===== src/rtl/axis_arb_pkg.sv =====
// Shared types and the round-robin pick helper for the AXIS arbiter.
package axis_arb_pkg;

    typedef enum logic {ARB_IDLE, ARB_GRANT} arb_state_t;

    // Upper bound on requester count that rr_pick can scan.
    localparam int ARB_MAX_INPUTS = 32;
    localparam int ARB_IDX_W      = 5;

    // First set bit of valid, scanning from pointer upward modulo n.
    // If nothing is set, the result is pointer.
    function automatic int rr_pick(input logic [ARB_MAX_INPUTS-1:0] valid,
                                   input int n, input int pointer);
        int   idx;
        int   pick;
        logic found;
        pick  = pointer;
        found = 1'b0;
        for (int i = 0; i < ARB_MAX_INPUTS; i++) begin
            if (i < n) begin
                idx = pointer + i;
                if (idx >= n) idx = idx - n;
                if (!found && valid[idx[ARB_IDX_W-1:0]]) begin
                    pick  = idx;
                    found = 1'b1;
                end
            end
        end
        return pick;
    endfunction

endpackage


===== src/rtl/axis_reg_slice.sv =====
// One-stage registered AXIS slice. It accepts a new beat whenever its register
// is empty or is being drained in the same cycle.
module axis_reg_slice #(
    parameter int WIDTH = 8
) (
    input  logic             clk,
    input  logic             rst,
    input  logic             src_valid,
    input  logic [WIDTH-1:0] src_data,
    output logic             src_ready,
    output logic             dst_valid,
    output logic [WIDTH-1:0] dst_data,
    input  logic             dst_ready
);

    assign src_ready = !dst_valid || dst_ready;

    always_ff @(posedge clk) begin
        if (!rst) begin
            dst_valid <= 1'b0;
            dst_data  <= '0;
        end else if (src_ready) begin
            dst_valid <= src_valid;
            if (src_valid) dst_data <= src_data;
        end
    end

endmodule


===== src/rtl/axis_rr_arbiter.sv =====
// Round-robin AXIS arbiter: N requesters share one registered output, with a burst limit per grant.
// Define AXIS_RR_ARBITER_LAST_EN to add tlast ports and make grants end on packet boundaries.
module axis_rr_arbiter
    import axis_arb_pkg::*;
#(
    parameter int DATA_WIDTH = 10,
    parameter int N_INPUTS   = 4,
    parameter int BURST_LEN  = 8
) (
    input  logic                           clk,
    input  logic                           rst,
    input  logic [N_INPUTS-1:0]            input_valid,
    input  logic [N_INPUTS*DATA_WIDTH-1:0] input_data,
    output logic [N_INPUTS-1:0]            input_ready,
`ifdef AXIS_RR_ARBITER_LAST_EN
    input  logic [N_INPUTS-1:0]            input_last,
    output logic                           output_last,
`endif
    output logic                           output_valid,
    output logic [DATA_WIDTH-1:0]          output_data,
    input  logic                           output_ready,
    output logic [$clog2(N_INPUTS)-1:0]    grant_index
);

    localparam int IW = $clog2(N_INPUTS);
    localparam int CW = $clog2(BURST_LEN + 1);
`ifdef AXIS_RR_ARBITER_LAST_EN
    localparam int SW = DATA_WIDTH + 1;
`else
    localparam int SW = DATA_WIDTH;
`endif

    arb_state_t            state;
    logic [IW-1:0]         pointer;
    logic [CW-1:0]         burst_cnt;
    logic [IW-1:0]         grant_pick;
    logic [IW-1:0]         next_pointer;
    logic                  slot_free;
    logic                  src_valid;
    logic                  accept;
    logic                  release_grant;
    logic [DATA_WIDTH-1:0] beat_data;
    logic [SW-1:0]         slice_data;
    logic [SW-1:0]         slice_q;

    assign grant_pick   = IW'(rr_pick(ARB_MAX_INPUTS'(input_valid), N_INPUTS, int'(pointer)));
    assign next_pointer = (grant_index == IW'(N_INPUTS - 1)) ? '0 : grant_index + 1'b1;

    assign beat_data = input_data[grant_index*DATA_WIDTH +: DATA_WIDTH];
    assign src_valid = (state == ARB_GRANT) && input_valid[grant_index];
    assign accept    = src_valid && slot_free;

    always_comb begin
        input_ready = '0;
        if (state == ARB_GRANT) input_ready[grant_index] = slot_free;
    end

`ifdef AXIS_RR_ARBITER_LAST_EN
    // Packet atomicity: only an accepted last beat ends the grant.
    assign release_grant = accept && input_last[grant_index];
    assign slice_data    = {input_last[grant_index], beat_data};
    assign {output_last, output_data} = slice_q;
`else
    assign release_grant = (accept && burst_cnt == CW'(BURST_LEN - 1)) || !input_valid[grant_index];
    assign slice_data    = beat_data;
    assign output_data   = slice_q;
`endif

    always_ff @(posedge clk) begin
        if (!rst) begin
            state       <= ARB_IDLE;
            pointer     <= '0;
            grant_index <= '0;
            burst_cnt   <= '0;
        end else begin
            case (state)
                ARB_IDLE: begin
                    if (|input_valid) begin
                        grant_index <= grant_pick;
                        burst_cnt   <= '0;
                        state       <= ARB_GRANT;
                    end
                end
                ARB_GRANT: begin
                    // Saturate so long packets never wrap the counter.
                    if (accept && burst_cnt != CW'(BURST_LEN)) burst_cnt <= burst_cnt + 1'b1;
                    if (release_grant) begin
                        state   <= ARB_IDLE;
                        pointer <= next_pointer;
                    end
                end
            endcase
        end
    end

    axis_reg_slice #(
        .WIDTH(SW)
    ) u_out_slice (
        .clk      (clk),
        .rst      (rst),
        .src_valid(src_valid),
        .src_data (slice_data),
        .src_ready(slot_free),
        .dst_valid(output_valid),
        .dst_data (slice_q),
        .dst_ready(output_ready)
    );

endmodule

===== config.mk =====
export PLATFORM = sky130hd
export DESIGN_NAME = axis_rr_arbiter
export DESIGN_NICKNAME = d
export VERILOG_FILES = /design/src/rtl/axis_arb_pkg.sv /design/src/rtl/axis_reg_slice.sv /design/src/rtl/axis_rr_arbiter.sv
export SDC_FILE = /design/constraint.sdc
export NUM_CORES = 1
export LEC_CHECK = 0
export BUFFER_PORTS_ARGS = -buffer_cell sky130_fd_sc_hd__buf_2
export CAP_MARGIN = 20
export CORE_UTILIZATION = 45
export DETAILED_ROUTE_END_ITERATION = 8
export PLACE_DENSITY = 0.77
export SLEW_MARGIN = 20
export SYNTH_ARGS = -nofsm -noshare
export SYNTH_HDL_FRONTEND = slang
export SYNTH_SLANG_ARGS = --single-unit

===== constraint.sdc =====
create_clock -name clk -period 6.2 [get_ports clk]
set_input_delay 1.24 -clock clk [delete_from_list [all_inputs] [get_ports clk]]
set_output_delay 1.24 -clock clk [all_outputs]
set_load 0.01 [all_outputs]

== Word-level counts from Yosys, hierarchy flattened ==
Cells that the tools add are included.

* Register bits after elaboration: 20
* Latch bits: 0
* Bits in writable memories: 0
* ROM bits: 0
* Bits of input ports: 47
* Output and inout bits: 17
* Logic and storage cells: 85
* Memories: 0

* $add $sub $neg: 9
* Multipliers: 1
* Div/mod/pow operators: 0
* Order comparisons: 10
* Equal/unequal tests: 5
* Shift-type cells: 1
* Mux-type cells: 31
* Bitwise operators: 2
* Reductions and logical operators: 20

{| class="wikitable"
|+ Operator list
! operator !! number
|-
| $shiftx 40x7->10 || 1
|-
| $lt 5x6->1 const B || 4
|-
| $bmux 1 s5 || 4
|-
| $mux 5 || 4
|-
| $mux 4 || 3
|-
| $sub 3x3->4 const B || 3
|-
| $mux 1 || 11
|-
| $mux 2 || 5
|-
| $ge 3x3->1 const B || 3
|-
| $logic_and 1x1->1 || 8
|-
| $pmux 4 s2 || 1
|-
| $reduce_and 2->1 || 4
|-
| $add 2x2->3 const B || 2
|-
| $logic_not 1->1 || 5
|-
| $mul 2x3->5 const B || 1
|-
| $add 4x1->4 const B || 1
|-
| $and 4x4->4 || 1
|-
| $eq 4x3->1 const B || 1
|-
| $ne 4x4->1 const B || 1
|-
| $reduce_or 4->1 || 1
|-
| $sub 2x3->4 const B || 1
|-
| $add 2x1->3 const B || 1
|-
| $ge 2x3->1 const B || 1
|-
| $lt 2x3->1 const B || 1
|-
| other kinds (10) || 11
|}

== Longest topological paths before layout ==
* Depth after elaboration: 14
* Gate-level depth with buffers: 8

== Hierarchy ==
A second synthesis with hierarchy kept.

* Cells, all modules: 155
* Area total of the unflattened synthesis: 1514.0 µm²

{| class="wikitable"
|+ By module, submodules not included
! module !! times used !! cells each !! area each (µm²) !! seq. area each (µm²)
|-
| axis_rr_arbiter || 1 || 107 || 1064.8 || 180.2
|-
| axis_reg_slice || 1 || 48 || 449.2 || 220.2
|}

== Worst setup path after synthesis ==
Ideal clock, no wire load.

* Path type: input port to output port
* Start: in output_ready
* End: out input_ready[0]
* Arrival time: 1.659 ns
* Path slack: 3.301 ns
* Stages on the path: 2
* Buffers on the path: 0
* Path through: nand2b_1 -> and3_1

* Cells in the longest elaborated chain, start to end: 3

{| class="wikitable"
|+ RTL lines
! element !! RTL line !! RTL
|-
| from (decl) || axis_rr_arbiter.sv:21 || <nowiki>input logic output_ready,</nowiki>
|-
| $logic_or 1x1->1 || axis_reg_slice.sv:16 || <nowiki>assign src_ready = !dst_valid || dst_ready;</nowiki>
|-
| $and 4x4->4 (no source line) || - ||
|-
| $mux 4 || axis_rr_arbiter.sv:55 || <nowiki>if (state == ARB_GRANT) input_ready[grant_index] = slot_free;</nowiki>
|-
| to (decl) || axis_rr_arbiter.sv:14 || <nowiki>output logic [N_INPUTS-1:0] input_ready,</nowiki>
|}

No other way between the ends.

== Worst setup path in the final report ==
* Start: in output_ready
* End: out input_ready[1]

Same word-level chain as after synthesis.

==> results.cfg <==
[synth]
netlist_instances = 154
yosysSeqAreaShare_pct = 27.10
synth_fa_ha_area_share_pct = 8.467
synth_edf_count = 0
synth_compound_area_share_pct = 13.55
muxShareOfSynthArea_pct = 23.29
synth_area_um2 = 1478
yosysUniqueCellTypes = 38
synthFlopType = dfxtp_1
synth_top_family_by_area = multiplexers
ys_seq_elements = 20
synth_area_per_cell_um2 = 9.595
synth_xor_area_share_pct = 1.185
async_flop_share_pct = 0
yosys.area_share.simple_pct = 20.58
ys.warnings.count = 0
syn_nets = 211

[power]
p_per_area_nw_per_um2 = 207.8
ir_drop_mv = 0.09960
p_leak_nw = 0.8219

[critical_path]
r2r_end = burst_cnt[3]
crit_path_max_fanout = 8
timing.critical_path.required_ns = 4.96
worst_setup_path_start_kind = input pin
reg2reg_from = grant_index[0]
reg2reg_depth = 5
arrival_ns = 1.93
reg2reg_slack_ns = 3.74
critPathKind = input pin to output pin
crit_path_end_kind = output pin

[place]
gp_congestion = 0.8480
place_hpwl_mm = 2.463
port_buffers = 63
placed_area_um2 = 1795

[global_route]
grt_overflow = 0
grt_pass1_wl_mm = 5.085
grt_util_met3_pct = 2.402
antenna_found_initial = 0
grt_util_met2_pct = 35.79
gr-max-usage-layer = met2
grt_pass1_vias = 1222
grtUsageMet1_pct = 20.60
grt_usage_pct = 18.88
grt_max_degree = 24

[floorplan]
start_util_pct = 48.01
dieArea_um2 = 3517
core_um2 = 3078
dieWidth_um = 59.31
rows = 20
io_pins = 64
die_y_um = 59.31

[routing]
drt_iter0_markers = 42
post-route-drc-count = 0
num_vias = 1375
drt_wl_total_mm = 3.250
ant_nets = 0
dr.pass1.iters = 4
vias_per_cell = 5.371
drt-wirelength-per-cell_um = 12.70

[timing]
rsz0062_at_grt = no
worstMarginPinSlew_ns = 0.8949
setup_violations = 0
fmaxAchievable_ghz = 0.3159
slew_headroom_pct = 40.26
hold_viol_final = 0
min_period_over_period_pct = 51.05
maxSlewViolCount = 0
setup-tns-final_ns = 0
post-route-min-period_ns = 3.165
fin_skew_ns = 0.005060

[worst_hold_path]
hold_start = u_out_slice.dst_data[3]
hold_end = u_out_slice.dst_data[3]
hold_path_depth = 2
min_path_type = flip-flop to flip-flop

[final_layout]
fin_area_um2 = 1832
multiInputGateArea_um2 = 991.0
drive_gt1_share_pct = 39.15
antenna_cells = 0
n_fill_cell = 279
layout_commonest_cell = buf_2
regArea_um2 = 400.4
area_growth_pct = 23.96
nets = 270
mostFrequentLayoutCells = buf_2 (63), nand2_1 (26), dfxtp_1 (20), mux4_2 (13), a21boi_1 (12)

[cts]
cts_buffer_depth = 2
cts.htree.levels = 1
cts_resized = 0
insertion_delay_ns = 0.30
cts.root.buffer_cell = clkbuf_4
cts.sinks = 20
cts_buffers = 3
clk_pin_slew_ns = 0.11
postCtsSetupRepairBufs = 0
hold_buffers = 0
cts_tree = done

[job]
cap_violations = 0

[status]
outcome = complete, no violations
-- stage by stage --
stage	total power [mW]	worst slack [ns]	hold WS (ns)	std cells	utilization, %
floorplan	0.2685	3.301	0.4766	154	-
global placement	0.3058	3.068	0.4379	252	58.33
detailed placement	0.3082	3.039	0.4448	252	58.33
CTS	0.3838	2.983	0.4607	256	59.51
global route	0.4078	2.826	0.4887	256	59.51
finish	0.3806	3.035	0.4588	256	59.51
-- worst max path at each step --
stage,startpoint,endpoint
after floorplan,output_ready,input_ready[0]
after global routing,grant_index[0],input_ready[0]
final,output_ready,input_ready[1]
after global placement,output_ready,input_ready[1]
after detailed placement,output_ready,input_ready[1]
after CTS,grant_index[0],input_ready[0]
-- kinds of logic (layout without fill, tap and decap cells) --
logic type      after synthesis  in the layout
compound gates               25             25
flops                        20             20
mux                          18             18
simple gates                 61             61
xor+xnor                      2              2
fa+ha+maj                    10             10
buf+inv                      18             76
-- sequential cells by signal, indices dropped and copies added, names as in the netlist --
signal                 cells
grant_index                2
state                      1
burst_cnt                  4
u_out_slice.dst_valid      1
u_out_slice.dst_data      10
pointer                    2
-- Yosys cell counts, drive strengths merged (2+ instances only) --
cell    count  area, µm²
buf         6      41.28
nor2b       3      18.77
a21boi     14      105.1
nand3       9      45.04
xor2        2      17.52
ha         10      125.1
nand4       2      12.51
nor2        5      18.77
nand2      27      103.9
dfxtp      20      400.4
clkbuf      3      11.26
or3b        2      17.52
mux2i       4      40.04
and3        6      37.54
a21o        2      15.01
nand3b      2      15.01
inv         8      30.03
or3         2      12.51
mux4       13      292.8
-- critical path: stages --
cell	delay, ns
buf_2	0.09
nand2b_1	0.23
and3_1	0.23
buf_2	0.14
-- per-layer routing --
metal  share of wire [%]  wire [µm]  up-vias
met5                   0          0        -
met4                 1.6         53        0
met3                 5.4        176        5
met2                  49       1589       52
met1                  44       1431      636
li1                    -          -      682
-- power breakdown --
group | internal (mW) | leakage, nW | switching (mW)
Sequential | 0.141 | 0.163 | 0.0268
Combinational | 0.0762 | 0.638 | 0.0609
Clock | 0.0358 | 0.0210 | 0.0399
-- cell type report --
cell class | instances | share of cell area [%]
Clock buffer | 4 | 1.981
Inverter | 9 | 1.844
Multi-Input combinational cell | 116 | 54.10
Sequential cell | 20 | 21.86
Tap cell | 44 | 3.005
Timing Repair Buffer | 63 | 17.21
Power figures use the tool's default switching activity.
